**src/rtl/ls161_pkg.sv**
```systemverilog
// rtl/ls161_pkg.sv - shared constants and types for the ls161 down-counter family.
package ls161_pkg;

  localparam int SLICE_W = 4;

  typedef logic [3:0] nibble_t;

  // A chain is only well formed when it splits into whole 4-bit slices.
  function automatic bit width_ok(input int w);
    return (w > 0) && ((w % SLICE_W) == 0);
  endfunction

endpackage

```
**src/rtl/ls161_down_slice.sv**
```systemverilog
// rtl/ls161_down_slice.sv - one 4-bit presettable down-count stage with borrow out.
// Macro LS161_DOWN_AUTORELOAD_EN: an enabled decrement from 0 takes reload_val.
module ls161_down_slice
  import ls161_pkg::*;
(
  input  logic    CLK,
  input  logic    CLR_n,
  input  nibble_t D,
  input  logic    LOAD_n,
  input  logic    ENP,
  input  logic    ENT,
  input  nibble_t reload_val,
  output nibble_t Q,
  output logic    BO
);

  nibble_t next_q;

`ifdef LS161_DOWN_AUTORELOAD_EN
  // The top drives all-ones here unless the whole chain is at zero, so a
  // lower slice still wraps normally while an upper slice borrows from it.
  always_comb begin
    next_q = Q - 4'd1;
    if (Q == 4'd0) next_q = reload_val;
  end
`else
  logic unused_reload;
  assign unused_reload = ^reload_val;

  always_comb begin
    next_q = Q - 4'd1;
  end
`endif

  always_ff @(posedge CLK or negedge CLR_n) begin
    if (!CLR_n)          Q <= '0;
    else if (!LOAD_n)    Q <= D;
    else if (ENP && ENT) Q <= next_q;
  end

  assign BO = ENT & (Q == 4'd0);

endmodule

```
**src/rtl/ls161_down.sv**
```systemverilog
// rtl/ls161_down.sv - WIDTH-bit synchronous presettable down counter built from 4-bit slices.
// Macro LS161_DOWN_AUTORELOAD_EN: reload register R replaces the wrap from zero.
module ls161_down
  import ls161_pkg::*;
#(
  parameter int WIDTH = 4
) (
  input  logic             CLK,
  input  logic             CLR_n,
  input  logic [WIDTH-1:0] D,
  input  logic             LOAD_n,
  input  logic             ENP,
  input  logic             ENT,
  output logic [WIDTH-1:0] Q,
  output logic             BO
);

  localparam bit WIDTH_OK = width_ok(WIDTH);
  localparam int NSLICE   = WIDTH / SLICE_W;

  if (!WIDTH_OK) begin : g_bad_width
    $error("ls161_down: WIDTH must be a positive multiple of 4");
  end

  logic [NSLICE:0]   ent_chain;
  logic [WIDTH-1:0]  reload_bus;

  assign ent_chain[0] = ENT;
  assign BO           = ent_chain[NSLICE];

`ifdef LS161_DOWN_AUTORELOAD_EN
  logic [WIDTH-1:0] r;

  always_ff @(posedge CLK or negedge CLR_n) begin
    if (!CLR_n)       r <= '0;
    else if (!LOAD_n) r <= D;
  end

  // Only a full-chain zero reloads; otherwise each slice wraps to F.
  assign reload_bus = (Q == '0) ? r : '1;
`else
  assign reload_bus = '1;
`endif

  for (genvar k = 0; k < NSLICE; k++) begin : g_slice
    ls161_down_slice u_slice (
      .CLK        (CLK),
      .CLR_n      (CLR_n),
      .D          (D[k*SLICE_W +: SLICE_W]),
      .LOAD_n     (LOAD_n),
      .ENP        (ENP),
      .ENT        (ent_chain[k]),
      .reload_val (reload_bus[k*SLICE_W +: SLICE_W]),
      .Q          (Q[k*SLICE_W +: SLICE_W]),
      .BO         (ent_chain[k+1])
    );
  end

endmodule

```
**config.mk**
```make
export PLATFORM = sky130hd
export DESIGN_NAME = ls161_down
export DESIGN_NICKNAME = d
export VERILOG_FILES = /design/src/rtl/ls161_pkg.sv /design/src/rtl/ls161_down_slice.sv /design/src/rtl/ls161_down.sv
export SDC_FILE = /design/constraint.sdc
export NUM_CORES = 1
export LEC_CHECK = 0
export ABC_AREA = 1
export CORE_AREA = 4 4 41 43
export CTS_CLUSTER_SIZE = 30
export DETAILED_ROUTE_END_ITERATION = 7
export DIE_AREA = 0 0 45 47
export PLACE_DENSITY_LB_ADDON = 0.15
export SYNTH_ARGS = -nofsm -noshare
export SYNTH_HDL_FRONTEND = slang
export SYNTH_HIERARCHICAL = 1
export SYNTH_SLANG_ARGS = --single-unit
```
**constraint.sdc**
```tcl
create_clock -name CLK -period 1.2 [get_ports CLK]
set_clock_uncertainty 0.1 [all_clocks]
set_input_delay 0.3 -clock CLK [delete_from_list [all_inputs] [get_ports CLK]]
set_output_delay 0.3 -clock CLK [all_outputs]
set_load 0.1 [all_outputs]
```
==> results.sh, run 1 <==
export IMPL_dp_slack_ns=-0.486
export IMPL_cellLeakagePower_uw=0.000334
export IMPL_gp_congestion=0.667
export IMPL_finalCriticalPeriod_ns=1.69
export IMPL_hpwl_um=649
export IMPL_antenna_found_initial=0
export IMPL_gr_max_usage_layer="met2"
export IMPL_use_met3_pct=2.68
export IMPL_rsz0062_at_grt="yes"
export IMPL_violations="negative setup slack"
export IMPL_dpl_instance_area_um2=609
export IMPL_syn_inst=42
export IMPL_critPathBufInv=2
export IMPL_grt_pass1_wl_um=1420
export IMPL_ios=14
export IMPL_htreeDepth=1
export IMPL_ctsHoldBuffers=0
export IMPL_synth_avg_cell_area_um2=7.00
export IMPL_largestRegisters="g_slice.u_slice/Q: 4 flops"
export IMPL_worstPathRequired_ns=0.80
export IMPL_cts_inserted_buffers=3
export IMPL_clock_sinks=4
export IMPL_grt_max_degree=6
export IMPL_final_net_count=84
export IMPL_met2_usage_pct=16.7
export IMPL_arrival_ns=1.29
export IMPL_cts_buffer_depth=2
export IMPL_grtUsageMet1_pct=10.3
export IMPL_relSlewSlack_pct=85.9
export IMPL_design_core_area_um2=1300
export IMPL_cpMaxStageDelayCell="dfrtp_4"
export IMPL_synth_net_count=53
export IMPL_fp_row_count=13
export IMPL_grt_overflow=0
export IMPL_crit_chain="inv_4 -> ha_4 -> nand2_4 -> nor3_4 -> buf_12"
export IMPL_drive_above_1_share_pct=50.7
export IMPL_drc=0
export IMPL_max_cap_violations=0
export IMPL_hold_worst_slack_ns=0.162
export IMPL_cts_tree="done"
export IMPL_ir_drop_mv=0.655
export IMPL_die_y_um=47
export IMPL_worstPathMaxFanout=2
export IMPL_critPathTopFamily="flip-flops"
export IMPL_path_class="flop to primary output"
export IMPL_min_period_over_period_pct=141
export IMPL_final_cell_mix="nand2_1, buf_4, clkdlybuf4s50_1"
export IMPL_largest_reg_flops=4
export IMPL_top_register="g_slice.u_slice/Q"
export IMPL_hp_class="input pin to asynchronous set/reset pin"
export IMPL_vias=359
export IMPL_drtIter0Drc=2
export IMPL_die_w_um=45
export IMPL_slew_violations=0
export IMPL_outcome="complete, but fails checks"
export IMPL_cts_root_buffer_cell="clkbuf_4"
export IMPL_utilization_pct=53.9
export IMPL_drtPass1Iterations=2
export IMPL_track_usage_pct=9.72
export IMPL_via_per_inst=4.17
export IMPL_fin_area_um2=702
export IMPL_initial_core_util_pct=22.6
export IMPL_tightestPinTransition_ns=0.211
export IMPL_ys_warn_count=6
export IMPL_cp_start_kind="flop"
export IMPL_num_antenna_cells=0
export IMPL_fmax_mhz=590
export IMPL_hold_viol=0
export IMPL_clk_pin_slew_ns=0.05
export IMPL_syn_area_um2=294
export IMPL_wl_per_cell_um=9.98
export IMPL_io_buffers=13
export IMPL_setup_worst_path_end_class="primary output"
export IMPL_routed_wl_um=858
export IMPL_setup_slack_ns=-0.494
export IMPL_p_per_area_nw_per_um2=1300
export IMPL_clk_latency_ns=0.24
export IMPL_grt_pass1_vias=372
export IMPL_cpPeakStageDelay_ns=0.47
export IMPL_finalSetupViolations=7
export IMPL_syn_to_final_growth_pct=139
export IMPL_ant_nets=0
export IMPL_final_common_cell="nand2_1"
export IMPL_die_area_um2=2120
==> power breakdown <==
group	internal [uW]	leakage [uW]	switching, uW	total [uW]
sequential	166	0.0000440	23.5	189
clock	112	0.0000138	58.6	171
combinational	246	0.000277	306	552
total	524	0.000334	388	912
==> area by class of cell <==
class / instances / area, um^2
multi-input cells: 31 / 219
fillers: 126 / 599
clock buffers: 3 / 22.5
inverters: 7 / 31.3
flip-flops and latches: 4 / 113
repair buffers: 26 / 298
well taps: 15 / 18.8
==> routing by layer <==
layer / routed length, um / up-vias
met2: 483 / 5
met3: 31 / 0
met4: 0 / 0
met1: 343 / 162
li1: - / 192
met5: 0 / -
==> metrics by stage <==
stage          instances  setup TNS [ns]  power, uW
3_3_place_gp          79           -1.56        673
5_1_grt               86           -2.04        974
4_1_cts               86           -1.74        918
2_1_floorplan         42           -1.18        463
3_5_place_dp          79           -1.60        674
6_report              86           -1.66        912
==> repair_timing <==
action / in CTS / in global routing
gates resized for setup: 9 / 3
setup buffers: 5 / 1
cloned: 0 / 0
pin swaps: 2 / 3
setup endpoints to repair: 9 / 9
==> worst paths after layout <==
kind                                          from                       to  cells past startpoint  slack, ns
hold / removal                               CLR_n  g_slice[0].u_slice/Q[2]                      1       0.16
hold reg to reg            g_slice[0].u_slice/Q[1]  g_slice[0].u_slice/Q[1]                      3       0.65
setup reg to reg           g_slice[0].u_slice/Q[1]  g_slice[0].u_slice/Q[3]                      7      -0.12
max in group asynchronous                    CLR_n  g_slice[0].u_slice/Q[0]                      1       0.63
setup / recovery           g_slice[0].u_slice/Q[1]                       BO                      5      -0.49
min in group CLK                            LOAD_n  g_slice[0].u_slice/Q[1]                      3       0.39
No activity file was read; power rests on OpenSTA's default activity.
==> inputs of run 2 (changes only) <==
==> constraint.sdc (replaced) <==
create_clock -name CLK -period 1.55 [get_ports CLK]
set_clock_uncertainty 0.1 [all_clocks]
set_input_delay 0.3875 -clock CLK [delete_from_list [all_inputs] [get_ports CLK]]
set_output_delay 0.3875 -clock CLK [all_outputs]
set_load 0.1 [all_outputs]
==> results.sh, run 2 (same netlist as run 1, synthesis figures left out) <==
export IMPL_final_cell_mix="nand2_1, clkdlybuf4s50_1, buf_4, nand3_1, buf_12"
export IMPL_drc=0
export IMPL_hold_viol=0
export IMPL_violations="negative setup slack"
export IMPL_p_per_area_nw_per_um2=1060
export IMPL_syn_to_final_growth_pct=107
export IMPL_htreeDepth=1
export IMPL_ir_drop_mv=0.405
export IMPL_largest_reg_flops=4
export IMPL_dp_slack_ns=-0.384
export IMPL_initial_core_util_pct=22.6
export IMPL_clk_latency_ns=0.24
export IMPL_io_buffers=13
export IMPL_fp_row_count=13
export IMPL_rrSetupSlack_ns=0.22
export IMPL_setup_worst_path_end_class="primary output"
export IMPL_wl_per_cell_um=9.93
export IMPL_cts_setup_buffers=0
export IMPL_largestRegisters="g_slice.u_slice/Q: 4 flops"
export IMPL_slew_violations=0
export IMPL_ios=14
export IMPL_gp_congestion=0.721
export IMPL_fmax_mhz=541
export IMPL_min_period_over_period_pct=119
export IMPL_outcome="complete, but fails checks"
export IMPL_track_usage_pct=8.40
export IMPL_drtPass1Iterations=2
export IMPL_crit_chain="inv_4 -> ha_4 -> nand2_4 -> nor3_4 -> buf_12"
export IMPL_cts_buffer_depth=2
export IMPL_ctsHoldBuffers=0
export IMPL_via_per_inst=4.00
export IMPL_design_core_area_um2=1300
export IMPL_cellLeakagePower_uw=0.000287
export IMPL_max_cap_violations=0
export IMPL_cts_inserted_buffers=3
export IMPL_vias=320
export IMPL_routed_wl_um=794
export IMPL_num_antenna_cells=0
export IMPL_ant_nets=0
export IMPL_final_common_cell="nand2_1"
export IMPL_top_register="g_slice.u_slice/Q"
export IMPL_cp_start_kind="flop"
export IMPL_tightestPinTransition_ns=0.293
export IMPL_worstPathRequired_ns=1.06
export IMPL_drtIter0Drc=3
export IMPL_clock_sinks=4
export IMPL_grt_pass1_vias=274
export IMPL_cts_root_buffer_cell="clkbuf_4"
export IMPL_arrival_ns=1.36
export IMPL_cpPeakStageDelay_ns=0.48
export IMPL_path_class="flop to primary output"
export IMPL_die_area_um2=2120
export IMPL_cpMaxStageDelayCell="dfrtp_4"
export IMPL_die_y_um=47
export IMPL_drive_above_1_share_pct=40.0
export IMPL_antenna_found_initial=0
export IMPL_cts_resized_gates=1
export IMPL_final_net_count=77
export IMPL_rsz0062_at_grt="yes"
export IMPL_setup_slack_ns=-0.298
export IMPL_cts_tree="done"
export IMPL_grt_overflow=0
export IMPL_finalCriticalPeriod_ns=1.85
export IMPL_hpwl_um=650
export IMPL_clk_pin_slew_ns=0.04
export IMPL_hp_class="input pin to asynchronous set/reset pin"
export IMPL_worstPathMaxFanout=2
export IMPL_dpl_instance_area_um2=583
export IMPL_grt_pass1_wl_um=1170
export IMPL_fin_area_um2=608
export IMPL_die_w_um=45
export IMPL_grt_max_degree=7
export IMPL_relSlewSlack_pct=80.5
export IMPL_finalSetupViolations=1
==> run 2: cell type report <==
cell class / count / area [um^2]
clock buffer: 4 / 26.3
multi-input combinational: 31 / 199
tap: 15 / 18.8
fill: 144 / 693
timing repair buffer: 19 / 224
inverter: 7 / 31.3
sequential: 4 / 109
==> run 2: per-stage QoR <==
stage	setup TNS, ns	utilization [%]	total power, uW	hold slack (ns)	std cells
6_report	-0.298	46.7	647	0.256	80
5_1_grt	-0.348	46.7	685	0.258	80
4_1_cts	-0.321	46.7	661	0.248	80
3_5_place_dp	-0.384	44.8	511	0.506	76
3_3_place_gp	-0.354	44.8	509	0.511	76
2_1_floorplan	-0.636	-	356	-0.00809	42
==> run 2: critical path, delay by kind of cell (launching register included) <==
| kind | cells | cell delay [ns] |
|---|---|---|
| adders and majority gates | 1 | 0.13 |
| and+or+nand+nor | 2 | 0.24 |
| buffers and inverters | 2 | 0.27 |
| DFF | 1 | 0.48 |
==> run 2: worst paths after layout <==
| kind | startpoint | end | cells past startpoint |
|---|---|---|---|
| max in group asynchronous | CLR_n | g_slice[0].u_slice/Q[2] | 1 |
| max reg2reg | g_slice[0].u_slice/Q[0] | g_slice[0].u_slice/Q[2] | 8 |
| max | g_slice[0].u_slice/Q[1] | BO | 5 |
| min in group CLK | g_slice[0].u_slice/Q[2] | g_slice[0].u_slice/Q[2] | 3 |
| min reg2reg | g_slice[0].u_slice/Q[2] | g_slice[0].u_slice/Q[2] | 3 |
| min | CLR_n | g_slice[0].u_slice/Q[0] | 1 |
==> run 2: metal layers <==
| metal | vias up | global-route usage [%] | share of wire [%] |
|---|---|---|---|
| li1 | 178 | - | - |
| met1 | 132 | 9.86 | 47 |
| met2 | 10 | 11.9 | 45 |
| met3 | 0 | 5.75 | 8.1 |
| met4 | 0 | 3.51 | 0 |
| met5 | - | 0 | 0 |
==> run 2: report_power, final <==
part / total, uW / internal [uW] / leakage, uW / switching [uW]
clock: 142 / 96.8 / 0.0000150 / 45.7
combinational: 358 / 146 / 0.000227 / 212
sequential: 147 / 126 / 0.0000451 / 20.8
total: 647 / 369 / 0.000287 / 279
